$ cat src/rtl/col_drain_buf_pkg.sv
// Shared constants and types for the systolic column drain path.
package systola_pkg;

    localparam int DEF_ROWS     = 8;
    localparam int DEF_OUTWIDTH = 32;
    localparam int DEF_TILES    = 2;

    typedef logic [DEF_OUTWIDTH-1:0] result_t;

    // Index width that stays at least one bit for single-entry structures.
    function automatic int idx_w(input int n);
        return (n > 1) ? $clog2(n) : 1;
    endfunction

endpackage

$ cat src/rtl/col_drain_buf_if.sv
// Row-result ingress and serialized column egress of the drain buffer.
interface col_drain_buf_if
    import systola_pkg::*;
#(
    parameter int ROWS     = DEF_ROWS,
    parameter int OUTWIDTH = DEF_OUTWIDTH
);

    logic [OUTWIDTH-1:0]    in_r [0:ROWS-1];
    logic [ROWS-1:0]        in_v;
    logic [ROWS-1:0]        in_ready;
    logic                   flush;
    logic [OUTWIDTH-1:0]    out_r;
    logic                   out_valid;
    logic                   out_ready;
    logic [idx_w(ROWS)-1:0] out_row;
    logic                   out_last;
    logic                   tile_done;
    logic [ROWS-1:0]        ovf;

    modport master (
        output in_r, in_v, flush, out_ready,
        input  in_ready, out_r, out_valid, out_row, out_last, tile_done, ovf
    );

    modport slave (
        input  in_r, in_v, flush, out_ready,
        output in_ready, out_r, out_valid, out_row, out_last, tile_done, ovf
    );

endinterface

$ cat src/rtl/col_drain_buf_row_fifo.sv
// Per-row result FIFO; full/empty derive from pre-update occupancy so a
// simultaneous push and pop on a full FIFO rejects the push.
module row_fifo
    import systola_pkg::*;
#(
    parameter int DEPTH = DEF_TILES,
    parameter int WIDTH = DEF_OUTWIDTH
)
(
    input  logic             clk,
    input  logic             rstn,
    input  logic             push_i,
    input  logic [WIDTH-1:0] data_i,
    input  logic             pop_i,
    input  logic             flush_i,
    output logic             full_o,
    output logic             empty_o,
    output logic [WIDTH-1:0] head_o
);

    localparam int PW = idx_w(DEPTH);
    localparam int CW = $clog2(DEPTH + 1);

    logic [WIDTH-1:0] mem_q [0:DEPTH-1];
    logic [PW-1:0]    wr_ptr_q, wr_ptr_d;
    logic [PW-1:0]    rd_ptr_q, rd_ptr_d;
    logic [CW-1:0]    count_q, count_d;
    logic             push_s, pop_s;

    function automatic logic [PW-1:0] ptr_inc(input logic [PW-1:0] p);
        if (p == PW'(DEPTH - 1)) begin
            return '0;
        end else begin
            return p + PW'(1);
        end
    endfunction

    assign full_o  = (count_q == CW'(DEPTH));
    assign empty_o = (count_q == CW'(0));
    assign push_s  = push_i & ~full_o;
    assign pop_s   = pop_i & ~empty_o;
    assign head_o  = mem_q[rd_ptr_q];

    // Next pointers and occupancy; flush overrides any push or pop.
    always_comb begin
        wr_ptr_d = wr_ptr_q;
        rd_ptr_d = rd_ptr_q;
        count_d  = count_q;
        if (flush_i) begin
            wr_ptr_d = '0;
            rd_ptr_d = '0;
            count_d  = '0;
        end else begin
            if (push_s) begin
                wr_ptr_d = ptr_inc(wr_ptr_q);
            end else begin
                wr_ptr_d = wr_ptr_q;
            end
            if (pop_s) begin
                rd_ptr_d = ptr_inc(rd_ptr_q);
            end else begin
                rd_ptr_d = rd_ptr_q;
            end
            case ({push_s, pop_s})
                2'b10:   count_d = count_q + CW'(1);
                2'b01:   count_d = count_q - CW'(1);
                default: count_d = count_q;
            endcase
        end
    end

    // Pointer and occupancy registers.
    always_ff @(posedge clk or negedge rstn) begin
        if (!rstn) begin
            wr_ptr_q <= '0;
            rd_ptr_q <= '0;
            count_q  <= '0;
        end else begin
            wr_ptr_q <= wr_ptr_d;
            rd_ptr_q <= rd_ptr_d;
            count_q  <= count_d;
        end
    end

    // Data storage needs no reset; readers gate it with empty.
    always_ff @(posedge clk) begin
        if (push_s && !flush_i) begin
            mem_q[wr_ptr_q] <= data_i;
        end
    end

endmodule

$ cat src/rtl/col_drain_buf.sv
// Column drain buffer: per-row FIFOs absorb skewed PE results and a read
// pointer serializes them in row order, one tile at a time.
module col_drain_buf
    import systola_pkg::*;
#(
    parameter int ROWS     = DEF_ROWS,
    parameter int OUTWIDTH = DEF_OUTWIDTH,
    parameter int TILES    = DEF_TILES
)
(
    input  logic            clk,
    input  logic            rstn,
    col_drain_buf_if.slave  bus
);

    localparam int RW = idx_w(ROWS);

    logic [OUTWIDTH-1:0] head_s [0:ROWS-1];
    logic [ROWS-1:0]     full_s;
    logic [ROWS-1:0]     empty_s;
    logic [ROWS-1:0]     pop_s;
    logic [RW-1:0]       rd_row_q, rd_row_d;
    logic [ROWS-1:0]     ovf_q, ovf_d;
    logic                tile_done_q, tile_done_d;
    logic                valid_s, hs_s, last_s;

    generate
        for (genvar g = 0; g < ROWS; g++) begin : g_row
            row_fifo #(
                .DEPTH (TILES),
                .WIDTH (OUTWIDTH)
            ) u_fifo (
                .clk     (clk),
                .rstn    (rstn),
                .push_i  (bus.in_v[g]),
                .data_i  (bus.in_r[g]),
                .pop_i   (pop_s[g]),
                .flush_i (bus.flush),
                .full_o  (full_s[g]),
                .empty_o (empty_s[g]),
                .head_o  (head_s[g])
            );
            assign pop_s[g] = hs_s & (rd_row_q == RW'(g));
        end
    endgenerate

    assign valid_s = ~empty_s[rd_row_q];
    assign hs_s    = valid_s & bus.out_ready;
    assign last_s  = (rd_row_q == RW'(ROWS - 1));

    // Read pointer advance, sticky overflow capture and tile completion.
    always_comb begin
        rd_row_d    = rd_row_q;
        ovf_d       = ovf_q;
        tile_done_d = 1'b0;
        if (bus.flush) begin
            rd_row_d    = '0;
            ovf_d       = '0;
            tile_done_d = 1'b0;
        end else begin
            ovf_d = ovf_q | (bus.in_v & full_s);
            if (hs_s) begin
                if (last_s) begin
                    rd_row_d    = '0;
                    tile_done_d = 1'b1;
                end else begin
                    rd_row_d    = rd_row_q + RW'(1);
                    tile_done_d = 1'b0;
                end
            end else begin
                rd_row_d    = rd_row_q;
                tile_done_d = 1'b0;
            end
        end
    end

    // Control state registers.
    always_ff @(posedge clk or negedge rstn) begin
        if (!rstn) begin
            rd_row_q    <= '0;
            ovf_q       <= '0;
            tile_done_q <= 1'b0;
        end else begin
            rd_row_q    <= rd_row_d;
            ovf_q       <= ovf_d;
            tile_done_q <= tile_done_d;
        end
    end

    assign bus.in_ready  = ~full_s;
    assign bus.out_valid = valid_s;
    assign bus.out_r     = valid_s ? head_s[rd_row_q] : '0;
    assign bus.out_row   = rd_row_q;
    assign bus.out_last  = valid_s & last_s;
    assign bus.tile_done = tile_done_q;
    assign bus.ovf       = ovf_q;

endmodule

$ cat src/flat_wrapper.sv
// flat-port wrapper written by rule: the top's interface ports become plain ports
module col_drain_buf_flat import systola_pkg::*;
#(
    parameter int ROWS     = DEF_ROWS,
    parameter int OUTWIDTH = DEF_OUTWIDTH,
    parameter int TILES    = DEF_TILES
)
  (clk, rstn, bus_in_r, bus_in_v, bus_flush, bus_out_ready, bus_in_ready, bus_out_r, bus_out_valid, bus_out_row, bus_out_last, bus_tile_done, bus_ovf);
  col_drain_buf_if #(.ROWS(ROWS), .OUTWIDTH(OUTWIDTH)) bus_i ();
  input  logic clk;
  input  logic rstn;
  input wire logic [$bits(bus_i.in_r)-1:0] bus_in_r;
  input wire logic [$bits(bus_i.in_v)-1:0] bus_in_v;
  input wire logic [$bits(bus_i.flush)-1:0] bus_flush;
  input wire logic [$bits(bus_i.out_ready)-1:0] bus_out_ready;
  output wire logic [$bits(bus_i.in_ready)-1:0] bus_in_ready;
  output wire logic [$bits(bus_i.out_r)-1:0] bus_out_r;
  output wire logic [$bits(bus_i.out_valid)-1:0] bus_out_valid;
  output wire logic [$bits(bus_i.out_row)-1:0] bus_out_row;
  output wire logic [$bits(bus_i.out_last)-1:0] bus_out_last;
  output wire logic [$bits(bus_i.tile_done)-1:0] bus_tile_done;
  output wire logic [$bits(bus_i.ovf)-1:0] bus_ovf;
  assign bus_i.in_r = {>>{bus_in_r}};
  assign bus_i.in_v = bus_in_v;
  assign bus_i.flush = bus_flush;
  assign bus_i.out_ready = bus_out_ready;
  assign bus_in_ready = bus_i.in_ready;
  assign bus_out_r = bus_i.out_r;
  assign bus_out_valid = bus_i.out_valid;
  assign bus_out_row = bus_i.out_row;
  assign bus_out_last = bus_i.out_last;
  assign bus_tile_done = bus_i.tile_done;
  assign bus_ovf = bus_i.ovf;
  col_drain_buf #(.ROWS(ROWS), .OUTWIDTH(OUTWIDTH), .TILES(TILES)) u_core (.clk(clk), .rstn(rstn), .bus(bus_i));
endmodule
$ cat config.mk
export PLATFORM = sky130hd
export DESIGN_NAME = col_drain_buf_flat
export DESIGN_NICKNAME = d
export VERILOG_FILES = /design/src/rtl/col_drain_buf_pkg.sv /design/src/rtl/col_drain_buf_if.sv /design/src/rtl/col_drain_buf_row_fifo.sv /design/src/rtl/col_drain_buf.sv /design/src/flat_wrapper.sv
export SDC_FILE = /design/constraint.sdc
export NUM_CORES = 1
export LEC_CHECK = 0
export ABC_CLOCK_PERIOD_IN_PS = 8700
export CORE_UTILIZATION = 45
export DETAILED_ROUTE_END_ITERATION = 6
export PLACE_DENSITY = 0.68
export SLEW_MARGIN = 20
export SYNTH_ARGS = -nofsm -noshare
export SYNTH_HDL_FRONTEND = slang
export SYNTH_SLANG_ARGS = --single-unit
export TNS_END_PERCENT = 10
$ cat constraint.sdc
create_clock -name clk -period 8.7 [get_ports clk]
set_input_delay 0.87 -clock clk [delete_from_list [all_inputs] [get_ports clk]]
set_output_delay 0.87 -clock clk [all_outputs]
set_load 0.005 [all_outputs]
==> results.cfg <==
[synthesis]
yosys-top-cells-area = edfxtp_1, mux2i_1, dfrtp_1, mux4_2, a211oi_1
synth_compound_area_share_pct = 5.961
synth_xor_area_share_pct = 0.5424
synthCells = 1346
synth_top_area_share_pct = 68.01
synth_area_um2 = 22610
syn_avg_cell_area_um2 = 16.79
synth_top_family_by_area = multiplexers
ys_seq_area_share_pct = 72.88
synth-seq-cells = 556
synthAdderAreaFrac_pct = 0.3321
ys_warn_count = 0
yosys.area_share.simple_pct = 4.843
yosys.area.top_type = edfxtp_1
syn_nets = 1620
synth_mux_area_share_pct = 13.74
ys_types = 41

[critical_path]
critical_path_buf_inv_count = 3
required_ns = 7.83
slowest_delay_ns = 0.89
cp-start-kind = flop
cpMaxStageDelayCell = dfrtp_4
r2r_start = u_core.bus.out_row[0]$_DFFE_PN0P_
timing.rr.end = u_core.bus.out_row[0]$_DFFE_PN0P_
cp_top_family = buffers and inverters
path_cells = clkinv_2, buf_4, mux4_2, a211oi_1, clkdlybuf4s50_1
cp-end-kind = output port
reg2reg_depth = 8
arrival_ns = 4.22
worstSetupPathType = flop to output port
critPathMaxFanout = 45
r2r_slack_ns = 5.57

[place]
port_buffers = 321
hpwl_um = 39470
gp_congestion = 0.8743

[floorplan]
dieArea_um2 = 51130
die_h_um = 226.1
rows = 81
initial_core_util_pct = 45.89
die_x_um = 226.1
io_pins = 322
core_area_um2 = 49250

[global_routing]
global_route.overflow_total = 0
grt_pass1_wl_um = 85100
grt_pass1_vias = 13365
grt_usage_pct = 23.01
grt_max_degree = 72
antenna_found_initial = 15

[route]
via_per_inst = 5.517
antenna_left = 0
drt-initial-drc-count = 1211
route.detailed.drc = 0
routedWlPerCell_um = 24.55
detail_route.wirelength_um = 58500
drt-pass1-iter-count = 5
detailroute.via_count = 13146

[sta]
fmax_mhz = 196.7
max_slew_margin_pct = 26.52
fin_skew_ns = 0.01807
hold_viol = 0
period_minus_slack_ns = 5.085
worst_pin_slew_ns = 1.102
finalCritPeriodShare_pct = 58.45
tns_ns = 0
report.final.slew_viol_count = 0
setup_violations = 0
grt_setup_unrepaired = false

[final_layout]
final_nets = 1946
n_fill_cell = 3862
final_util_pct = 57.58
area_delta_synth_final_pct = 25.46
drive_above_1_share_pct = 10.12
multiInputGateArea_um2 = 5826
regArea_um2 = 16490

[pwr]
max-vdd-ir-drop_mv = 0.1452
power.leakage_nw = 9.023
p_per_area_nw_per_um2 = 222.1
total_power_mw = 6.297

[clock_tree]
clk_pin_slew_ns = 0.06
cts_tree = yes
clock_path_buffers = 3
post-cts-setup-buffers = 0
ctsResizeCount = 0
cts_buffers = 56
clk_latency_ns = 0.60
cts.sinks = 556
htreeDepth = 2
hold_buffers = 0
root_buffer = clkbuf_16

[run_status]
status = completed

[flow_run]
drv_cap = 0

[worst_hold_path]
min_path_type = input port to async pin
==> cells in the mapped netlist, drive strengths merged <==
master,instances
nor2b,36
nand3b,6
nand4,9
mux2i,231
nand3,3
o211ai,3
ha,6
or2,8
o311ai,3
and3,4
o21ai,9
xor2,14
buf,27
inv,15
clkbuf,55
nand2,96
or4,3
dfrtp,44
a211oi,98
nor2,30
a21oi,16
a32oi,2
nor3b,8
mux2,1
nor3,9
a31oi,9
o21bai,2
a21o,8
or3,2
a311oi,32
mux4,34
nand2b,6
a221oi,1
edfxtp,512
and2,4
==> where the power goes <==
part / internal (mW) / switching, mW
clock: 1.31 / 0.980
sequential: 3.06 / 0.0586
combinational: 0.397 / 0.495
total: 4.76 / 1.53
==> flip-flops by register name, indices dropped and copies added, names as in the netlist <==
name and flops:
u_core.bus.out_row 3, u_core.g_row.u_fifo.count_q 16, u_core.g_row.u_fifo.wr_ptr_q 8, u_core.g_row.u_fifo.mem_q 512
u_core.bus.ovf 8, u_core.bus.tile_done 1, u_core.g_row.u_fifo.rd_ptr_q 8
==> placed cells by master (no fill, tap or decap), types with 32 or more instances in the layout <==
cell type	instances
a211oi_1	98
a311oi_1	32
clkbuf_16	57
clkdlybuf4s50_1	319
dfrtp_1	33
edfxtp_1	512
mux2i_1	230
mux4_2	34
nand2_1	96
nor2b_1	36
==> stage by stage <==
step                      hold WS [ns]  instance area (um^2)  worst slack [ns]  instances
after CTS                       0.4833                 28330             3.564       2374
final                           0.2872                 28360             3.615       2383
after global placement          0.4799                 26630             4.280       2278
after floorplan                 0.4859                 22610             4.579       1346
after detailed placement        0.4867                 26630             4.224       2278
after global routing            0.3177                 28350             3.375       2381
==> routing by layer <==
layer / up-vias / part of all wire [%] / track usage [%]
li1: 5977 / - / -
met1: 6583 / 44 / 32.86
met2: 480 / 46 / 34.66
met3: 94 / 7.1 / 4.918
met4: 12 / 2.8 / 8.653
met5: - / 0.12 / 0
==> final cells by class <==
class | instances | share of cell area [%]
flip-flops and latches | 556 | 58.15
multi-input cells | 693 | 20.54
diodes | 9 | 0.07941
inverters | 15 | 0.2029
clock inverters | 22 | 0.6618
well taps | 664 | 2.929
repair buffers | 350 | 12.07
clock buffers | 74 | 5.360
==> how the worst max path moves through the flow <==
stage | from | depth (start not counted) | endpoint
after floorplan | bus_flush | 3 | u_core.g_row[0].u_fifo.mem_q[1][0]$_DFFE_PP_
after global placement | u_core.bus.out_row[2]$_DFFE_PN0P_ | 5 | bus_out_r[31]
after detailed placement | u_core.bus.out_row[2]$_DFFE_PN0P_ | 5 | bus_out_r[20]
after CTS | u_core.bus.out_row[2]$_DFFE_PN0P_ | 5 | bus_out_r[20]
after global routing | u_core.bus.out_row[2]$_DFFE_PN0P_ | 5 | bus_out_r[20]
final | u_core.bus.out_row[2]$_DFFE_PN0P_ | 5 | bus_out_r[20]
==> cell families after synthesis <==
family,after synthesis
muxes,266
DFF,556
buffers and inverters,97
and+or+nand+nor,224
adders and majority gates,6
xor gates and xnor gates,14
AOI/OAI and AO/OA,183
No activity file was read; power rests on OpenSTA's default activity.
